==> src/rtl/ap3_io_pkg.sv <==
// Shared definitions for AP3 pad-cell fabric logic: legal parameter ranges,
// the filter state encoding and the counter-width helper.
package ap3_io_pkg;

  localparam int SYNC_STAGES_MIN   = 2;
  localparam int SYNC_STAGES_MAX   = 4;
  localparam int FILTER_CYCLES_MAX = 255;

  typedef enum logic {
    FILT_IDLE    = 1'b0,
    FILT_PENDING = 1'b1
  } filt_state_e;

  // A one-cycle filter still needs a 1-bit counter so the vector is never empty.
  function automatic int cnt_width(input int cycles);
    return (cycles > 1) ? $clog2(cycles) : 1;
  endfunction

endpackage

==> src/rtl/io_sync_chain.sv <==
// Multi-flop synchronizer for an asynchronous pad level. Stage 1 is the
// metastability capture flop; the last stage is the only safe output.
module io_sync_chain
  import ap3_io_pkg::*;
#(
  parameter int   DEPTH      = 2,
  parameter logic INIT_VALUE = 1'b0
) (
  input  logic clk,
  input  logic rst,
  input  logic d,
  output logic q
);

  if (DEPTH < SYNC_STAGES_MIN) begin : g_bad_depth
    $error("io_sync_chain: DEPTH %0d below minimum %0d", DEPTH, SYNC_STAGES_MIN);
  end

  (* async_reg = "true" *) logic [DEPTH-1:0] stages;

  always_ff @(posedge clk or posedge rst) begin
    if (rst) begin
      stages <= {DEPTH{INIT_VALUE}};
    end else begin
      stages <= {stages[DEPTH-2:0], d};
    end
  end

  assign q = stages[DEPTH-1];

endmodule

==> src/rtl/input_io_capture.sv <==
// AP3 input pad receive path: synchronize A2F, accept only levels that persist
// for FILTER_CYCLES enabled cycles, and flag accepted edges with IQR/IQF.
module input_io_capture
  import ap3_io_pkg::*;
#(
  parameter int   SYNC_STAGES   = 2,
  parameter int   FILTER_CYCLES = 4,
  parameter logic INIT_VALUE    = 1'b0
) (
  input  logic IQC,
  input  logic QRT,
  input  logic A2F,
  input  logic IQE,
  output logic IQZ,
  output logic IQR,
  output logic IQF
);

  if (SYNC_STAGES < SYNC_STAGES_MIN || SYNC_STAGES > SYNC_STAGES_MAX) begin : g_bad_sync
    $error("input_io_capture: SYNC_STAGES %0d out of range", SYNC_STAGES);
  end
  if (FILTER_CYCLES < 1 || FILTER_CYCLES > FILTER_CYCLES_MAX) begin : g_bad_filter
    $error("input_io_capture: FILTER_CYCLES %0d out of range", FILTER_CYCLES);
  end

  localparam int            CW       = cnt_width(FILTER_CYCLES);
  localparam logic [CW-1:0] CNT_LAST = CW'(FILTER_CYCLES - 1);

  logic          s;
  logic [CW-1:0] count;
  filt_state_e   filter_state;
  logic          at_last;

  io_sync_chain #(
    .DEPTH      (SYNC_STAGES),
    .INIT_VALUE (INIT_VALUE)
  ) u_sync (
    .clk (IQC),
    .rst (QRT),
    .d   (A2F),
    .q   (s)
  );

  // The filter state is not stored: it is fully implied by s versus IQZ.
  always_comb begin
    filter_state = (s != IQZ) ? FILT_PENDING : FILT_IDLE;
    at_last      = (count == CNT_LAST);
  end

  always_ff @(posedge IQC or posedge QRT) begin
    if (QRT) begin
      count <= '0;
      IQZ   <= INIT_VALUE;
      IQR   <= 1'b0;
      IQF   <= 1'b0;
    end else begin
      IQR <= 1'b0;
      IQF <= 1'b0;
      if (IQE) begin
        if (filter_state == FILT_IDLE) begin
          count <= '0;
        end else if (at_last) begin
          IQZ   <= s;
          count <= '0;
          IQR   <= s;
          IQF   <= ~s;
        end else begin
          count <= count + 1'b1;
        end
      end
    end
  end

endmodule
==> config.mk <==
export PLATFORM = sky130hd
export DESIGN_NAME = input_io_capture
export DESIGN_NICKNAME = d
export VERILOG_FILES = /design/src/rtl/ap3_io_pkg.sv /design/src/rtl/io_sync_chain.sv /design/src/rtl/input_io_capture.sv
export SDC_FILE = /design/constraint.sdc
export NUM_CORES = 1
export LEC_CHECK = 0
export CORE_AREA = 2 2 39 41
export CTS_BUF_LIST = sky130_fd_sc_hd__clkbuf_16
export DETAILED_ROUTE_END_ITERATION = 12
export DIE_AREA = 0 0 41 43
export PLACE_DENSITY = 0.4
export SLEW_MARGIN = 5
export SYNTH_ARGS = -nofsm -noshare
export SYNTH_HDL_FRONTEND = slang
export SYNTH_SLANG_ARGS = --single-unit
export TNS_END_PERCENT = 30
==> constraint.sdc <==
create_clock -name IQC -period 1 [get_ports IQC]
set_input_delay 0.1 -clock IQC [delete_from_list [all_inputs] [get_ports IQC]]
set_output_delay 0.1 -clock IQC [all_outputs]
set_load 0.02 [all_outputs]
==> impl_metrics.csv <==
group,metric,value,unit
logic_synthesis,postSynthNetCount,25,
sta,grt_setup_unrepaired,"true",
logic_synthesis,synth.distinct_cells,9,
grt,grt_usage,0.07404,
clock_network,worstSkewPairLatency,230,ps
detailed_routing,drc,0,
sta,relSlewSlack,0.8246,
setup_path,critPathMaxStageDelay,390,ps
logic_synthesis,syn-instance-count,20,
min_path,hp-class,"in -> async",
detailed_routing,routed_via_density,3.780,
detailed_routing,drtIter0Drc,0,
setup_path,crit_arrival,1270,ps
logic_synthesis,ys_seq_elements,7,
power,vdd_ir_drop_max,0.0009596,V
setup_path,cp-end-kind,"flop",
cells_and_area,drive_above_1_share,0.4706,
clock_network,cts.sinks,7,
placed_design,place_ws,-179.7,ps
sta,setup_tns,-197.9,ps
grt,antenna_found_initial,0,
sta,holdWs,103.0,ps
logic_synthesis,synthSimpleGateAreaFrac,0.1190,
status,outcome,"complete, but fails checks",
setup_path,r2r-start,"count[0]",
die,ioPinCount,7,
sta,layout_min_cycle_time,1115,ps
detailed_routing,drt.antenna.violating_nets,0,
sta,tightest_slew,262.9,ps
grt,first_global_vias,204,
setup_path,critPathMaxFanout,3,
clock_network,cts_buffers,3,
power,leakagePower,0.2296,nW
die,die_x,41,µm
logic_synthesis,syn_area_per_cell,13.14,µm²
logic_synthesis,synthMuxAreaShare,0.04286,
job,maxCapViolCount,0,
clock_network,root_buffer,"clkbuf_16",
sta,drv_slew,0,
die,initial_core_util,0.1899,
grt,grt_pass1_wl,800,µm
clock_network,tritoncts,"yes",
logic_synthesis,synthAdderAreaFrac,0.04762,
detailed_routing,wirelength,505,µm
setup_path,path_cells,"ha_2 -> or3b_4 -> o22ai_2",
cells_and_area,utilization,0.3590,
setup_path,critPathRequiredTime,1150,ps
sta,fmax,0.8970,GHz
cells_and_area,num-nets-final,40,
die,die_h,43,µm
sta,setup_viol,2,
cells_and_area,area_delta_synth_final,89.05,%
clock_network,path_clk_slew,40,ps
die,num_rows,14,
status,violations,"negative setup slack",
setup_path,crit_buf_inv,0,
detailed_routing,wire_per_inst,10.10,µm
cells_and_area,stdcell_area,496.7,µm²
die,die_area,1763,µm²
logic_synthesis,synth_top_family_by_area,"simple AND/OR/NAND/NOR gates",
cells_and_area,fill_cells,129,
placed_design,port-buffer-count,6,
sta,setup_slack,-114.8,ps
setup_path,start_kind,"flop",
setup_path,worstSetupPathType,"reg -> reg",
logic_synthesis,synth_warnings,0,
placed_design,gp_congestion,0.6565,
sta,period_share,1.115,
placed_design,place_inst,45,
logic_synthesis,synth-xor-area-share,0.03333,
setup_path,cpLargestDelayFamily,"flip-flops",
setup_path,slowest_stage,"dfrtp_1",
clock_network,clockBufferDepth,2,
power,p_total,1.506,mW
placed_design,place_area,370.4,µm²
cells_and_area,finalNonFillerCells,50,
power,power.density,3032,nW/µm²
cells_and_area,antennaDiodeCount,0,
detailed_routing,drtPass1Iterations,1,
logic_synthesis,synthesis.area,262.8,µm²
die,core-area,1384,µm²
logic_synthesis,ys_seq_area_frac,0.6667,
sta,final_hold_viol_count,0,
detailed_routing,vias,189,
grt,grt_max_degree,8,
setup_path,startpoint,"count[0]",
clock_network,htreeDepth,1,
clock_network,ctsHoldBuffers,0,
sta,clock_skew,0.9391,ps
grt,overflow,0,
logic_synthesis,synth_compound_area_frac,0.04762,
-- report_power, final --
part	internal [mW]	switching (mW)	leakage (nW)
sequential	0.352	0.0446	0.0896
clock	0.520	0.147	0.0423
combinational	0.257	0.185	0.0977
total	1.13	0.377	0.230
-- state kept, by name, summed over array words and instances, names as in the netlist --
name and count:
IQF 1, u_sync.stages 2, IQR 1, IQZ 1, count 2
-- metal layers --
layer  wire length [µm]  part of all wire  GRT usage  vias up
met4                 21             0.042    0.08000        0
met2                268              0.53     0.1125        7
li1                   -                 -          -       93
met3                 27             0.053    0.01571        2
met5                  0                 0          0        -
met1                188              0.37    0.07309       87
-- placed cells by master, fill, tap and decap left out --
cell             synthesis  layout
dfrtp_1                  7       7
inv_1                    3       4
clkbuf_16                0       3
clkdlybuf4s50_1          0       3
buf_4                    0       3
nor3b_2                  0       2
clkdlybuf4s15_1          0       2
xnor2_4                  0       1
nand2_1                  2       1
o22ai_1                  2       1
nand2_2                  0       1
mux2_4                   0       1
or3b_4                   0       1
o22ai_2                  0       1
ha_2                     0       1
clkbuf_2                 0       1
buf_6                    0       1
-- cells in the mapped netlist --
master | n | area (µm²)
mux2_2 | 1 | 11.26
o22ai_1 | 2 | 12.51
nor3b_1 | 2 | 15.01
xnor2_1 | 1 | 8.760
ha_1 | 1 | 12.51
nand2_1 | 2 | 7.510
or3b_1 | 1 | 8.760
dfrtp_1 | 7 | 175.2
inv_1 | 3 | 11.26
-- cell families (layout without fill, tap and decap cells) --
group | after synthesis | after routing
compound gates | 2 | 2
xor+xnor | 1 | 1
fa+ha+maj | 1 | 1
buf+inv | 3 | 17
flops | 7 | 7
mux | 1 | 1
simple gates | 5 | 5
-- layout make-up --
type | count | area [µm²] | area share
Sequential cell | 7 | 175.2 | 0.3526
Multi-Input combinational cell | 10 | 122.6 | 0.2469
Tap cell | 16 | 20.02 | 0.04030
Timing Repair Buffer | 10 | 88.84 | 0.1788
Clock buffer | 3 | 75.07 | 0.1511
Inverter | 3 | 11.26 | 0.02267
Clock inverter | 1 | 3.754 | 0.007557
-- final timing paths --
kind | to | slack, ps | cells past startpoint
min in group IQC | u_sync.stages[0] | 310 | 1
max in group asynchronous | count[0] | 690 | 2
hold / removal | IQZ | 100 | 2
hold reg to reg | u_sync.stages[1] | 340 | 0
setup reg to reg | count[0] | -110 | 3
setup / recovery | count[0] | -110 | 3
-- timing repair --
action / CTS / global route
resized for setup: 7 / 8
buffers inserted: 0 / 1
pin swaps: 0 / 1
endpoints found under the setup margin: 7 / 8
No activity file was read; power rests on OpenSTA's default activity.
